<file path="src/rtl/mem_resp_pkg.sv">
// Shared types and helpers for the toggle-strobe data-memory responder.
package mem_resp_pkg;

  // Responder sequencing states
  typedef enum logic [1:0] {
    ST_IDLE,
    ST_WR,
    ST_RD_ISSUE,
    ST_RD_WAIT
  } state_e;

  // funct3 size codes
  localparam logic [2:0] SZ_B  = 3'b000;
  localparam logic [2:0] SZ_H  = 3'b001;
  localparam logic [2:0] SZ_W  = 3'b010;
  localparam logic [2:0] SZ_BU = 3'b100;
  localparam logic [2:0] SZ_HU = 3'b101;

  // Number of byte cycles for an access, from the low two size bits
  function automatic logic [2:0] size_to_nb(input logic [1:0] size_lo);
    case (size_lo)
      2'b00:   size_to_nb = 3'd1;
      2'b01:   size_to_nb = 3'd2;
      default: size_to_nb = 3'd4;
    endcase
  endfunction

endpackage

</file>
<file path="src/rtl/mem_responder_if.sv">
// Issuer-side request bus: toggle strobes, request fields, busy and load result.
interface mem_responder_if;
  logic        mem_clk;
  logic        mem_rd_clk;
  logic [2:0]  size;
  logic [31:0] addr;
  logic [31:0] wdata;
  logic        mem_wait;
  logic [31:0] rdata;

  modport master (
    output mem_clk, mem_rd_clk, size, addr, wdata,
    input  mem_wait, rdata
  );

  modport slave (
    input  mem_clk, mem_rd_clk, size, addr, wdata,
    output mem_wait, rdata
  );
endinterface

</file>
<file path="src/rtl/mem_sx_extend.sv">
// Load-result extension: byte/half sign or zero extension, otherwise full word.
module mem_sx_extend
  import mem_resp_pkg::*;
(
  input  logic [31:0] assembly,
  input  logic [2:0]  size,
  output logic [31:0] result
);

  // Select the extension from the funct3 size code
  always_comb begin
    result = assembly;
    case (size)
      SZ_B:    result = {{24{assembly[7]}}, assembly[7:0]};
      SZ_H:    result = {{16{assembly[15]}}, assembly[15:0]};
      SZ_BU:   result = {24'h000000, assembly[7:0]};
      SZ_HU:   result = {16'h0000, assembly[15:0]};
      SZ_W:    result = assembly;
      default: result = assembly;
    endcase
  end

endmodule

</file>
<file path="src/rtl/mem_responder.sv">
// Memory-side responder: turns strobe toggles into bytewise SRAM accesses.
module mem_responder
  import mem_resp_pkg::*;
#(
  parameter int ADDR_W   = 16,
  parameter int READ_LAT = 1
) (
  input  logic              clk,
  input  logic              reset_in,
  mem_responder_if.slave    bus,
  output logic [ADDR_W-1:0] sram_addr,
  output logic [7:0]        sram_wdata,
  output logic              sram_en,
  output logic              sram_we,
  input  logic [7:0]        sram_rdata
);

  localparam logic [2:0] LAT_INIT = 3'(READ_LAT);

  state_e            state_q, state_d;
  logic              st_seen_q, st_seen_d;
  logic              ld_seen_q, ld_seen_d;
  logic [ADDR_W-1:0] base_q, base_d;
  logic [2:0]        size_q, size_d;
  logic [31:0]       wdata_q, wdata_d;
  logic [2:0]        nb_q, nb_d;
  logic [1:0]        bi_q, bi_d;
  logic [2:0]        lat_q, lat_d;
  logic [31:0]       asm_q, asm_d;
  logic [31:0]       rdata_q, rdata_d;

  logic              st_pend, ld_pend, last_byte;
  logic [31:0]       asm_merged, ext_word;
  logic              unused_addr_hi;

  // Request address is truncated to the SRAM width; upper bits carry no meaning here
  assign unused_addr_hi = ^bus.addr[31:ADDR_W];

  assign st_pend      = bus.mem_clk ^ st_seen_q;
  assign ld_pend      = bus.mem_rd_clk ^ ld_seen_q;
  assign bus.mem_wait = st_pend | ld_pend | (state_q != ST_IDLE);
  assign bus.rdata    = rdata_q;
  assign last_byte    = ({1'b0, bi_q} == (nb_q - 3'd1));

  // Assembly word with the incoming SRAM byte placed at the current byte index
  always_comb begin
    asm_merged = asm_q;
    asm_merged[{bi_q, 3'b000} +: 8] = sram_rdata;
  end

  mem_sx_extend u_ext (
    .assembly (asm_merged),
    .size     (size_q),
    .result   (ext_word)
  );

  // Next-state, capture and SRAM strobe decode
  always_comb begin
    // NOTE: every signal gets a default before the case so no path leaves it unassigned (no latches).
    state_d    = state_q;
    st_seen_d  = st_seen_q;
    ld_seen_d  = ld_seen_q;
    base_d     = base_q;
    size_d     = size_q;
    wdata_d    = wdata_q;
    nb_d       = nb_q;
    bi_d       = bi_q;
    lat_d      = lat_q;
    asm_d      = asm_q;
    rdata_d    = rdata_q;
    sram_en    = 1'b0;
    sram_we    = 1'b0;
    sram_addr  = '0;
    sram_wdata = 8'h00;

    case (state_q)
      ST_IDLE: begin
        // Stores win when both strobes are pending; the load stays pending
        if (st_pend || ld_pend) begin
          base_d = bus.addr[ADDR_W-1:0];
          size_d = bus.size;
          wdata_d = bus.wdata;
          nb_d   = size_to_nb(bus.size[1:0]);
          bi_d   = 2'd0;
          if (st_pend) begin
            st_seen_d = ~st_seen_q;
            state_d   = ST_WR;
          end else begin
            ld_seen_d = ~ld_seen_q;
            asm_d     = '0;
            state_d   = ST_RD_ISSUE;
          end
        end
      end

      ST_WR: begin
        sram_en    = 1'b1;
        sram_we    = 1'b1;
        sram_addr  = base_q + ADDR_W'(bi_q);
        sram_wdata = wdata_q[{bi_q, 3'b000} +: 8];
        bi_d       = bi_q + 2'd1;
        if (last_byte) state_d = ST_IDLE;
      end

      ST_RD_ISSUE: begin
        sram_en   = 1'b1;
        sram_addr = base_q + ADDR_W'(bi_q);
        lat_d     = LAT_INIT;
        state_d   = ST_RD_WAIT;
      end

      ST_RD_WAIT: begin
        lat_d = lat_q - 3'd1;
        if (lat_q == 3'd1) begin
          asm_d = asm_merged;
          bi_d  = bi_q + 2'd1;
          if (last_byte) begin
            rdata_d = ext_word;
            state_d = ST_IDLE;
          end else begin
            state_d = ST_RD_ISSUE;
          end
        end
      end

      default: state_d = ST_IDLE;
    endcase
  end

  // State and datapath registers with asynchronous reset
  always_ff @(posedge clk or posedge reset_in) begin
    // NOTE: sequential state uses non-blocking assignments so all flops update from pre-edge values.
    if (reset_in) begin
      state_q   <= ST_IDLE;
      st_seen_q <= 1'b0;
      ld_seen_q <= 1'b0;
      base_q    <= '0;
      size_q    <= 3'b000;
      wdata_q   <= 32'h0;
      nb_q      <= 3'd1;
      bi_q      <= 2'd0;
      lat_q     <= 3'd0;
      asm_q     <= 32'h0;
      rdata_q   <= 32'h0;
    end else begin
      state_q   <= state_d;
      st_seen_q <= st_seen_d;
      ld_seen_q <= ld_seen_d;
      base_q    <= base_d;
      size_q    <= size_d;
      wdata_q   <= wdata_d;
      nb_q      <= nb_d;
      bi_q      <= bi_d;
      lat_q     <= lat_d;
      asm_q     <= asm_d;
      rdata_q   <= rdata_d;
    end
  end

endmodule

</file>
<file path="src/flat_wrapper.sv">
// flat-port wrapper written by rule: the top's interface ports become plain ports
module mem_responder_flat import mem_resp_pkg::*;
#(
  parameter int ADDR_W   = 16,
  parameter int READ_LAT = 1
)
  (clk, reset_in, sram_addr, sram_wdata, sram_en, sram_we, sram_rdata, bus_mem_clk, bus_mem_rd_clk, bus_size, bus_addr, bus_wdata, bus_mem_wait, bus_rdata);
  mem_responder_if bus_i ();
  input  logic clk;
  input  logic reset_in;
  output logic [ADDR_W-1:0] sram_addr;
  output logic [7:0] sram_wdata;
  output logic sram_en;
  output logic sram_we;
  input  logic [7:0] sram_rdata;
  input wire logic [$bits(bus_i.mem_clk)-1:0] bus_mem_clk;
  input wire logic [$bits(bus_i.mem_rd_clk)-1:0] bus_mem_rd_clk;
  input wire logic [$bits(bus_i.size)-1:0] bus_size;
  input wire logic [$bits(bus_i.addr)-1:0] bus_addr;
  input wire logic [$bits(bus_i.wdata)-1:0] bus_wdata;
  output wire logic [$bits(bus_i.mem_wait)-1:0] bus_mem_wait;
  output wire logic [$bits(bus_i.rdata)-1:0] bus_rdata;
  assign bus_i.mem_clk = bus_mem_clk;
  assign bus_i.mem_rd_clk = bus_mem_rd_clk;
  assign bus_i.size = bus_size;
  assign bus_i.addr = bus_addr;
  assign bus_i.wdata = bus_wdata;
  assign bus_mem_wait = bus_i.mem_wait;
  assign bus_rdata = bus_i.rdata;
  mem_responder #(.ADDR_W(ADDR_W), .READ_LAT(READ_LAT)) u_core (.clk(clk), .reset_in(reset_in), .bus(bus_i), .sram_addr(sram_addr), .sram_wdata(sram_wdata), .sram_en(sram_en), .sram_we(sram_we), .sram_rdata(sram_rdata));
endmodule
</file>
<file path="config.mk">
export PLATFORM = sky130hd
export DESIGN_NAME = mem_responder_flat
export DESIGN_NICKNAME = d
export VERILOG_FILES = /design/src/rtl/mem_resp_pkg.sv /design/src/rtl/mem_responder_if.sv /design/src/rtl/mem_sx_extend.sv /design/src/rtl/mem_responder.sv /design/src/flat_wrapper.sv
export SDC_FILE = /design/constraint.sdc
export NUM_CORES = 1
export LEC_CHECK = 0
export CAP_MARGIN = 5
export CELL_PAD_IN_SITES_DETAIL_PLACEMENT = 0
export CELL_PAD_IN_SITES_GLOBAL_PLACEMENT = 1
export CORE_ASPECT_RATIO = 2
export CORE_MARGIN = 3
export CORE_UTILIZATION = 40
export CTS_CLUSTER_SIZE = 14
export DETAILED_ROUTE_END_ITERATION = 8
export GPL_TIMING_DRIVEN = 0
export PLACE_DENSITY_LB_ADDON = 0.15
export SYNTH_ARGS = -nofsm -noshare
export SYNTH_HDL_FRONTEND = slang
export SYNTH_SLANG_ARGS = --single-unit
</file>
<file path="constraint.sdc">
create_clock -name clk -period 6.9 [get_ports clk]
set_clock_uncertainty 0.1 [all_clocks]
set_input_delay 2.07 -clock clk [delete_from_list [all_inputs] [get_ports clk]]
set_output_delay 2.07 -clock clk [all_outputs]
set_load 0.1 [all_outputs]
</file>
## Word level (Yosys, flattened, before mapping)

Index checks and enable logic that the tools add are counted.
W data, S select, Z words.

| storage, ports and cells | value |
|---|---|
| register bits | 127 |
| bits of input ports | 79 |

| operators by class | value |
|---|---|
| add/subtract/negate cells | 5 |
| equality and inequality tests | 13 |
| shift-type cells | 3 |
| multiplexer cells | 21 |
| bitwise gates (word level) | 7 |
| reduce and logical (&&, ||, !) cells | 16 |

Operators by type and width:

| operator | number |
|---|---|
| $pmux W32 S4 | 1 |
| $mux W32 | 3 |
| $pmux W32 S2 | 1 |
| $bwmux W32 | 1 |
| $shift A8 B7 Y32 const A | 1 |
| $shiftx A32 B6 Y8 | 1 |
| $shiftx A8 B7 Y32 | 1 |
| $add A16 B2 Y16 | 1 |
| $mux W16 | 1 |
| $reduce_and A3 Y1 | 5 |
| $mux W2 | 7 |
| $pmux W3 S2 | 2 |
| $mux W8 | 1 |
| $pmux W2 S4 | 1 |
| $neg A5 Y7 | 1 |
| $eq A3 B1 Y1 const B | 2 |
| $eq A3 B3 Y1 const B | 2 |
| $ne A2 B1 Y1 const B | 3 |
| $pmux W2 S3 | 1 |
| $reduce_bool A2 Y1 | 3 |
| $sub A3 B1 Y3 const B | 2 |
| $eq A2 B1 Y1 const B | 2 |
| $eq A2 B2 Y1 const B | 2 |
| $logic_not A2 Y1 | 2 |
| 13 further kinds | 18 |

## Depth between registers and ports, before layout

| depth | value |
|---|---|
| depth after elaboration | 5 |
| depth in mapped cells | 9 |
| mapped depth without buffers | 6 |

## Modules after synthesis

A second synthesis with hierarchy kept.

| second synthesis, totals | value |
|---|---|
| cell total of the unflattened synthesis | 654 |
| area total of the unflattened synthesis | 6809.0 um^2 |

Modules (own cells, without submodules):

| module | times used | cells each | area each (um^2) | sequential area each (um^2) |
|---|---|---|---|---|
| mem_responder | 1 | 587 | 6453.7 | 3179.3 |
| mem_sx_extend | 1 | 67 | 355.3 | 0.0 |

## Worst setup path before layout

No wires, ideal clock.

| timing path | value |
|---|---|
| path kind | flip-flop to output port |
| start point | reg u_core.state_q[0] |
| end point | out sram_addr[5] |
| data arrival time | 3.682 ns |
| setup slack | 1.048 ns |
| stages on the path, launching flop included | 4 |
| path buffers | 0 |
| cell sequence | dfrtp_1 inv_1 ha_1 a21boi_0 |

| on the way | value |
|---|---|
| cells in the longest elaborated chain, start to end | 3 |

RTL lines:

| what | RTL line | RTL |
|---|---|---|
| start, declared | mem_responder.sv:20 | `state_e state_q, state_d;` |
| start signal, assigned | mem_responder.sv:146 | `state_q <= state_d;` |
| $eq A2 B2 Y1 or $eq A2 B1 Y1 (tied branches) | mem_responder.sv:76 | `case (state_q)` |
| $reduce_or A2 Y1 (no line) * | n/a |  |
| $mux W16 * | n/a |  |
| end, declared | flat_wrapper.sv:11 | `output logic [ADDR_W-1:0] sram_addr;` |

Every way passes the cells marked *; elsewhere a longest branch is shown, timed or not.

## Final worst setup path

| timing path | value |
|---|---|
| start point | in bus_mem_clk |
| end point | out bus_mem_wait |

| on the way | value |
|---|---|
| cells in the longest elaborated chain, start to end | 3 |

RTL lines:

| what | RTL line | RTL |
|---|---|---|
| start, declared | flat_wrapper.sv:16 | `input wire logic [$bits(bus_i.mem_clk)-1:0] bus_mem_clk;` |
| $xor A1 B1 Y1 | mem_responder.sv:39 | `assign st_pend = bus.mem_clk ^ st_seen_q;` |
| $or A1 B1 Y1 (2 in a row) | mem_responder.sv:41 | `assign bus.mem_wait = st_pend \| ld_pend \| (state_q != ST_IDLE);` |
| end, declared | flat_wrapper.sv:21 | `output wire logic [$bits(bus_i.mem_wait)-1:0] bus_mem_wait;` |

Every way passes these cells.

==> results_dict.tcl <==
set metrics [dict create \
    fp.dieW_um 94.6 \
    route.met2.wl_mm 9.25 \
    hold_ws_ns 0.376 \
    place_ws_ns 0.479 \
    ys_types 54 \
    initial_core_util_pct 40.9 \
    grt.overflow.total 0 \
    numCtsBuffers 17 \
    synthesis.area_sq_um 6280 \
    critPathArrivalTime_ns 4.23 \
    antenna_found_initial 0 \
    combPwrFrac_pct 4.5 \
    clkSlewWorstSetupHoldPaths_ns 0.05 \
    clk_path_buf_depth 2 \
    fin_area_sq_um 8440 \
    drtAntennaViolNets 0 \
    leakage_nw 3.70 \
    wl_met1_mm 5.99 \
    via_per_inst 5.34 \
    status "completed" \
    cp-end-kind "output pin" \
    hpwl_mm 12.3 \
    synth_largest_area_cell "dfrtp_1" \
    cts_resized 0 \
    fin_crit_sh_pct 92.7 \
    cts_tree "built" \
    core_sq_um 15400 \
    synth.most_common_cell "dfrtp_1" \
    hold_class "reg -> reg" \
    crit_required_ns 4.73 \
    wl_per_cell_um 18.4 \
    startpoint "bus_mem_clk" \
    synth-seq-cells 127 \
    fmax_ghz 0.156 \
    num_antenna_cells 0 \
    max-cap-violations 0 \
    top_layer_used "met4" \
    startpoint_type "input pin" \
    synth_top_family_by_area "simple AND/OR/NAND/NOR gates" \
    syn2layout_area_growth_pct 34.3 \
    intPower_mw 1.46 \
    finalSetupViolations 0 \
    power_switching_share_pct 20.7 \
    synthTopCellsByArea "dfrtp_1 (50%), mux2_2 (9.9%), a21oi_1 (3.1%)" \
    port_buffers 121 \
    drv_slew 0 \
    worst_slack_ns 0.502 \
    drc 0 \
    place_area_sq_um 7770 \
    asyncSetResetFlopFracSynth_pct 100 \
    h-tree-depth 4 \
    slew_headroom_pct 32.3 \
    grt_pass1_vias 5277 \
    firstDrtPassIters 4 \
    rsz0062_at_grt "no" \
    synth_top_cell_area_share_pct 50.2 \
    syn-instance-count 541 \
    path_class "in -> out" \
    synth_edf_count 0 \
    synthAdderAreaFrac_pct 3.31 \
    synthMuxAreaShare_pct 13.5 \
    crit_slowest_cell "clkdlybuf4s50_1" \
    die_y_um 183 \
    crit_path_max_fanout 4 \
    grt_max_degree 96 \
    stdcell_count 893 \
    synth_compound_gate_area_share_pct 13.6 \
    clkSinkCount 127 \
    place_inst 861 \
    p_switching_mw 0.382 \
    hp-start "u_core.nb_q[1]" \
    worstPathCellList "clkdlybuf4s50_1 > xor2_1 > or3_1 > clkdlybuf4s50_1" \
    pwr-share-clk_pct 54.4 \
    synthSimpleGateAreaFrac_pct 13.7 \
    synth_warnings 0 \
    cp_num_buf_inv 2 \
    path_common_cell "clkdlybuf4s50_1" \
    seq_area_frac_synth_pct 50.6 \
    dieArea_sq_um 17300 \
    clk_latency_ns 0.41 \
    irDropWorstVdd_mv 0.195 \
    dr_wl_met3_um 585 \
    n_fill_cell 1382 \
    drt_wl_total_mm 16.4 \
    syn_avg_cell_area_sq_um 11.6 \
    placementRows 64 \
    r2r-start "u_core.bi_q[0]" \
    ctsHoldBuffers 0 \
    cts_setup_buffers 0 \
    max_stage_delay_ns 1.13 \
    track_usage_pct 20.0 \
    synth_fp_nets 636 \
    synth_ff_type "dfrtp_1" \
    ios 138 \
    grt_pass1_wl_mm 26.5 \
    hold_violations 0 \
    drive_above_1_share_pct 16.7 \
    crit_family "buffers and inverters" \
    netlist_top_cells_count "dfrtp_1 (126), mux2_2 (55), a21oi_1 (39)" \
    dr.first_iter.drc_count 151 \
    period_needed_ns 6.40 \
    root_buffer "clkbuf_16" \
    synth-xor-area-share_pct 2.65 \
    tightestPinTransition_ns 1.01 \
    seqPwrFrac_pct 41.2 \
    fin_nets 777 \
    vias 4769 \
    p_per_area_nw_per_um2 219 \
    place.gp.congestion 0.800 \
]
## power groups by stage
stage | registers (mW) | clock network [mW] | logic [mW]
after CTS | 0.760 | 1.02 | 0.0841
final | 0.760 | 1.00 | 0.0822
after global placement | 0.773 | 0 | 0.0790
after floorplan | 0.771 | 0 | 0.0296
after global routing | 0.761 | 1.05 | 0.0895
after detailed placement | 0.773 | 0 | 0.0835
## cell families after synthesis
group / Yosys count
muxes: 68
adders and majority gates: 16
xor gates and xnor gates: 19
buffers and inverters: 39
DFF: 127
and+or+nand+nor: 153
AOI/OAI and AO/OA: 119
## worst reg2reg max path, stage by stage (launching register included)
cell and delay (ns):
dfrtp_1 0.44, buf_2 0.25, buf_2 0.37, inv_1 0.17, ha_1 0.41, nor3_1 0.82
nor3b_4 0.48, a22o_1 0.22
## path summary, 6_finish.rpt
| check | end | slack, ns | depth (start not counted) |
|---|---|---|---|
| max | bus_mem_wait | 0.50 | 4 |
| min | u_core.nb_q[1] | 0.38 | 2 |
| max reg2reg | u_core.asm_q[5] | 3.58 | 7 |
| min reg2reg | u_core.nb_q[1] | 0.38 | 2 |
| max in group asynchronous | u_core.nb_q[0] | 4.00 | 3 |
| min in group asynchronous | u_core.bus.rdata[2] | 1.91 | 2 |
## metal layers
layer	up-vias	GRT usage, %
li1	2244	-
met1	2368	20.9
met2	128	37.2
met3	29	3.28
met4	0	9.83
met5	-	0
## state kept, by name, summed over array words and instances, names as in the netlist
name,flops
u_core.asm_q,32
u_core.base_q,16
u_core.bi_q,2
u_core.bus.rdata,32
u_core.lat_q,3
u_core.ld_seen_q,1
u_core.nb_q,3
u_core.size_q,3
u_core.st_seen_q,1
u_core.state_q,2
u_core.wdata_q,32
## final cells by class
type,instances,area (sq um),share of cell area (%)
clock inverters,12,206,2.45
well taps,198,248,2.94
repair buffers,122,1240,14.7
multi-input cells,375,2940,34.8
inverters,15,61.3,0.727
clock buffers,20,457,5.41
plain buffers,24,108,1.28
flip-flops and latches,127,3180,37.7
## placed cells by master, fill, tap and decap left out, types with 12 or more instances in the layout
| cell | synthesis | routed |
|---|---|---|
| nand2_1 | 26 | 26 |
| nor2b_1 | 20 | 20 |
| nor2_1 | 38 | 38 |
| mux2_2 | 55 | 55 |
| clkdlybuf4s50_1 | 0 | 121 |
| clkbuf_16 | 0 | 17 |
| and2_1 | 23 | 23 |
| a21oi_1 | 39 | 39 |
| dfrtp_1 | 126 | 126 |
| a22o_1 | 16 | 16 |
| ha_1 | 15 | 15 |
| a32o_1 | 12 | 12 |
| clkbuf_1 | 13 | 14 |
| inv_1 | 15 | 14 |
## per-stage QoR
| stage | TNS (ns) | power (mW) | util, % |
|---|---|---|---|
| 5_1_grt | 0 | 1.90 | 54.9 |
| 4_1_cts | 0 | 1.86 | 54.9 |
| 3_5_place_dp | 0 | 0.856 | 50.6 |
| 6_report | 0 | 1.85 | 54.9 |
| 3_3_place_gp | -62.09 | 0.852 | 50.4 |
| 2_1_floorplan | 0 | 0.801 | - |
(Power assumes the default switching activity.)
==> patch 1, RTL diff (same settings) <==
The 4 states of `state_e` get a one-hot encoding in 4 bits.
--- a/src/rtl/mem_resp_pkg.sv
+++ b/src/rtl/mem_resp_pkg.sv
@@ -3,9 +3,9 @@
 
   // Responder sequencing states
-  typedef enum logic [1:0] {
-    ST_IDLE,
-    ST_WR,
-    ST_RD_ISSUE,
-    ST_RD_WAIT
+  typedef enum logic [3:0] {
+    ST_IDLE     = 4'b0001,
+    ST_WR       = 4'b0010,
+    ST_RD_ISSUE = 4'b0100,
+    ST_RD_WAIT  = 4'b1000
   } state_e;
 
Function: same outputs for any inputs over 4 cycles, from zero or initial values and one cycle with reset_in high; so few cycles prove little.
==> patch 1 against the original RTL <==
- worst hold slack better by 0.0043 ns
- non-clock buffer count up 13
- sequential share of layout area rose by 0.33 points
- first-iteration DRC count increased by 4.0%
- wire length grew 5.8%
- sequential cell count grew 2
- global-route usage grew 0.93 points
- die area up 2.0%
- worst setup slack improved by 0.13 ns
- fmax rose by 2.1%
- count of clock-buffer cells in the layout decreased by 1
- cell area grew 0.73%
- synthesized area is 2.2% higher
Power is not compared: it rests on default switching activity, and its combinational part moved more than twofold at a synthesized area within 25%.
==> patch 1: results (changes against the original RTL) <==
\begin{tabular}{lr}
\hline
Metric & Value \\
\hline
\multicolumn{2}{l}{\textbf{Run status}} \\
\quad Status & finished, final reports clean (unchanged) \\
\multicolumn{2}{l}{\textbf{Critical path}} \\
\quad Reg-to-Reg Start & u\_core.bi\_q[1] (was u\_core.bi\_q[0]) \\
\quad CP arrival & 4.10 ns (was 4.23 ns) \\
\multicolumn{2}{l}{\textbf{Place}} \\
\quad Pre-CTS setup slack & 0.605 ns (was 0.479 ns) \\
\quad Post-Place Cells & 887 (was 861) \\
\quad HPWL reported at the end of detailed placement & 13000 um (was 12300 um) \\
\multicolumn{2}{l}{\textbf{Yosys}} \\
\quad Fraction of the mapped netlist area in compound gates & 15.7\% (was 13.6\%) \\
\quad Number of instances in the synthesized netlist & 567 (was 541) \\
\quad Adder-cell share of the synthesized area & 2.26\% (was 3.31\%) \\
\quad Fraction of synthesized area in multiplexers & 13.1\% (was 13.5\%) \\
\quad Area contributors post-synth & sky130\_fd\_sc\_hd\_\_dfrtp\_1 (50\%), sky130\_fd\_sc\_hd\_\_mux2\_2 (9.1\%), sky130\_fd\_sc\_hd\_\_a21oi\_1 (4.0\%), sky130\_fd\_sc\_hd\_\_a22o\_1 (3.1\%), sky130\_fd\_sc\_hd\_\_nor2b\_1 (3.1\%) (was sky130\_fd\_sc\_hd\_\_dfrtp\_1 (50\%), sky130\_fd\_sc\_hd\_\_mux2\_2 (9.9\%), sky130\_fd\_sc\_hd\_\_a21oi\_1 (3.1\%), sky130\_fd\_sc\_hd\_\_ha\_1 (3.0\%), sky130\_fd\_sc\_hd\_\_mux4\_2 (2.9\%)) \\
\quad Part of the Yosys area used for sequential elements & 50.3\% (was 50.6\%) \\
\quad Commonest cells post-synth & sky130\_fd\_sc\_hd\_\_dfrtp\_1 (127), sky130\_fd\_sc\_hd\_\_mux2\_2 (52), sky130\_fd\_sc\_hd\_\_a21oi\_1 (51) (was sky130\_fd\_sc\_hd\_\_dfrtp\_1 (126), sky130\_fd\_sc\_hd\_\_mux2\_2 (55), sky130\_fd\_sc\_hd\_\_a21oi\_1 (39)) \\
\quad Number of nets produced by synthesis & 657 (was 636) \\
\quad Number of distinct library cells after synthesis & 53 (was 54) \\
\multicolumn{2}{l}{\textbf{GRT}} \\
\quad Global-route wire length before repair & 27800 um (was 26500 um) \\
\multicolumn{2}{l}{\textbf{Layout}} \\
\quad Fraction of layout cells with a size suffix above 1 & 17.2\% (was 16.7\%) \\
\multicolumn{2}{l}{\textbf{Detailed routing}} \\
\quad Avg Vias per Cell & 5.48 (was 5.34) \\
\multicolumn{2}{l}{\textbf{Floorplan}} \\
\quad Starting Density & 41.3\% (was 40.9\%) \\
\multicolumn{2}{l}{\textbf{STA}} \\
\quad Slew at the pin closest to its max-slew limit & 1.02 ns (was 1.01 ns) \\
\hline
\end{tabular}
==> patch 1: kinds of logic (layout without fill, tap and decap cells) <==
| family | count (synthesis) | count (layout) |
|---|---|---|
| AND/OR/NAND/NOR | 142 | 142 |
| XOR/XNOR | 19 | 19 |
| flip-flops | 129 | 129 |
| AO/OA/AOI/OAI | 148 | 148 |
| buffers and inverters | 52 | 206 |
| adder cells (fa/ha/maj) | 11 | 11 |
| multiplexers | 66 | 66 |
==> patch 1: how the worst min path moves through the flow <==
stage,start,endpoint,slack [ns]
2_1_floorplan,u_core.asm_q[10],u_core.asm_q[10],0.35
3_3_place_gp,u_core.asm_q[14],u_core.asm_q[14],0.36
3_5_place_dp,u_core.asm_q[24],u_core.asm_q[24],0.37
4_1_cts,u_core.nb_q[1],u_core.nb_q[1],0.38
5_1_grt,u_core.asm_q[7],u_core.asm_q[7],0.41
6_report,u_core.nb_q[1],u_core.nb_q[1],0.38
==> patch 1: layout make-up <==
class / count / area [sq um]
flip-flops and latches: 129 / 3230
well taps: 198 / 248
clock buffers: 19 / 453
clock inverters: 13 / 136
multi-input cells: 386 / 2950
plain buffers: 37 / 186
inverters: 15 / 61.3
repair buffers: 122 / 1240
fillers: 1410 / 7040
==> patch 1: routing by layer <==
metal	wire (um)	GRT usage, %	part of all wire [%]
met5	0	0	0
met4	580	9.52	3.3
met3	720	4.67	4.2
met2	10000	39.6	58
met1	6010	20.8	35
==> patch 1: worst max-delay path: stages <==
cell and delay (ns):
sky130_fd_sc_hd__clkdlybuf4s50_1 0.45, sky130_fd_sc_hd__xnor2_1 0.38, sky130_fd_sc_hd__nand3_1 0.19, sky130_fd_sc_hd__clkdlybuf4s50_1 1.01
==> patch 1: power by group through the flow <==
stage / combinational [mW] / sequential [mW] / clock [mW]
3_5_place_dp: 1.70 / 1.13 / 0
6_report: 1.68 / 1.12 / 0.892
5_1_grt: 1.81 / 1.15 / 0.944
2_1_floorplan: 1.31 / 1.09 / 0
3_3_place_gp: 1.67 / 1.12 / 0
4_1_cts: 1.70 / 1.12 / 0.910
==> patch 2, RTL diff (same flow settings) <==
Without the edit above. `ADDR_W` is set to 16 in 2 places; all go to 14.
--- a/src/rtl/mem_responder.sv
+++ b/src/rtl/mem_responder.sv
@@ -3,5 +3,5 @@
   import mem_resp_pkg::*;
 #(
-  parameter int ADDR_W   = 16,
+  parameter int ADDR_W   = 14,
   parameter int READ_LAT = 1
 ) (
--- a/src/flat_wrapper.sv
+++ b/src/flat_wrapper.sv
@@ -2,5 +2,5 @@
 module mem_responder_flat import mem_resp_pkg::*;
 #(
-  parameter int ADDR_W   = 16,
+  parameter int ADDR_W   = 14,
   parameter int READ_LAT = 1
 )
Interface: changed (resized sram_addr); port bits go from 138 to 136. The function was not compared with the original's and may differ.
==> patch 2 against the original RTL <==
- sequential power decreased by 1%
- sequential cell count is 2 lower
- power is 6.1% lower
- cell area down 2.3%
- wire length grew 2.3%
- synthesized area shrank 1.5%
- worst setup slack worse by 0.069 ns
==> patch 2: results (changes against the original RTL) <==
\begin{tabular}{lr}
\hline
Metric & Value \\
\hline
\multicolumn{2}{l}{\textbf{Run status}} \\
\quad Status & finished, final reports clean (unchanged) \\
\multicolumn{2}{l}{\textbf{Clocking}} \\
\quad Total number of clock tree sinks & 125 (was 127) \\
\multicolumn{2}{l}{\textbf{GRT}} \\
\quad Number of global-route vias before repair & 5239 (was 5277) \\
\quad Pin count of the biggest net entering global routing & 94 (was 96) \\
\quad Total routing resource utilization after global routing & 20.7\% (was 20.0\%) \\
\multicolumn{2}{l}{\textbf{Power}} \\
\quad Worst vdd rail ir drop & 0.212 mV (was 0.195 mV) \\
\multicolumn{2}{l}{\textbf{Yosys}} \\
\quad Fraction of the mapped netlist area in compound gates & 14.9\% (was 13.6\%) \\
\quad Number of nets produced by synthesis & 618 (was 636) \\
\quad Adder-cell share of the synthesized area & 3.36\% (was 3.31\%) \\
\quad Part of the Yosys area used for sequential elements & 50.6\% (about the same) \\
\quad Number of instances in the synthesized netlist & 523 (was 541) \\
\multicolumn{2}{l}{\textbf{Critical path}} \\
\quad Critical path peak fanout & 6 (was 4) \\
\quad CP arrival & 4.30 ns (was 4.23 ns) \\
\quad Slowest stage delay, CP & 1.15 ns (was 1.13 ns) \\
\multicolumn{2}{l}{\textbf{Detailed routing}} \\
\quad First DRT Iteration DRCs & 125 (was 151) \\
\quad Total vias in the final route & 4740 (was 4769) \\
\multicolumn{2}{l}{\textbf{Floorplan}} \\
\quad TAP cells & 195 (was 198) \\
\multicolumn{2}{l}{\textbf{Layout}} \\
\quad Area of the multi-input gates & 2860 sq um (was 2940 sq um) \\
\quad Clock buffer count & 19 (was 20) \\
\quad Layout multi-input combinational cell count & 350 (was 375) \\
\quad Share of the final layout cell area in sequential cells & 37.9\% (was 37.7\%) \\
\quad Fraction of layout cells with a size suffix above 1 & 16.5\% (was 16.7\%) \\
\quad Net total in the final layout & 756 (was 777) \\
\quad \# fillers & 1350 (was 1382) \\
\multicolumn{2}{l}{\textbf{Place}} \\
\quad Post-Place Cells & 837 (was 861) \\
\quad Pre-CTS setup slack & 0.431 ns (was 0.479 ns) \\
\quad Port Buf Inserts & 117 (was 121) \\
\quad HPWL reported at the end of detailed placement & 12500 um (was 12300 um) \\
\hline
\end{tabular}
-- patch 2: changes by cell type in the layout (fill, tap and decap cells not counted), moves of 6 or more --
cell                       before  now
sky130_fd_sc_hd__a221o_1        0    8
sky130_fd_sc_hd__a221oi_1       0    7
sky130_fd_sc_hd__nand3_1        4   10
sky130_fd_sc_hd__a211o_1        0    9
sky130_fd_sc_hd__clkbuf_1      14   21
sky130_fd_sc_hd__a21oi_1       39   15
sky130_fd_sc_hd__buf_2          8    2
sky130_fd_sc_hd__nor2_1        38   27
sky130_fd_sc_hd__a22oi_1        7    0
sky130_fd_sc_hd__o31ai_1        3   10
sky130_fd_sc_hd__o21ai_0        9   21
sky130_fd_sc_hd__nor2b_1       20   14
sky130_fd_sc_hd__a32o_1        12    3
-- patch 2: final timing paths --
| check | start | depth (start not counted) | end | slack [ns] |
|---|---|---|---|---|
| worst max-delay path | bus_mem_rd_clk | 5 | bus_mem_wait | 0.43 |
| worst min-delay path | u_core.bus.rdata[24] | 1 | u_core.bus.rdata[24] | 0.38 |
| worst max register to register | u_core.bi_q[0] | 9 | u_core.asm_q[6] | 3.00 |
| worst min register to register | u_core.bus.rdata[24] | 1 | u_core.bus.rdata[24] | 0.38 |
| max in group asynchronous | reset_in | 3 | u_core.nb_q[0] | 4.00 |
| min in group asynchronous | reset_in | 2 | u_core.bus.rdata[9] | 1.92 |
-- patch 2: metal layers --
layer / GRT usage [%] / vias to the layer above / share of wire (%)
met5: 0 / - / 0
met2: 39.8 / 129 / 57
met1: 21.2 / 2378 / 36
met4: 8.80 / 0 / 3.4
met3: 3.40 / 33 / 3.8
li1: - / 2200 / -
-- patch 2: where the power goes --
group	total (mW)	switching (mW)	internal, mW
sequential	0.749	0.00567	0.743
combinational	0.0761	0.0352	0.0409
clock	0.908	0.350	0.558
total	1.73	0.390	1.34
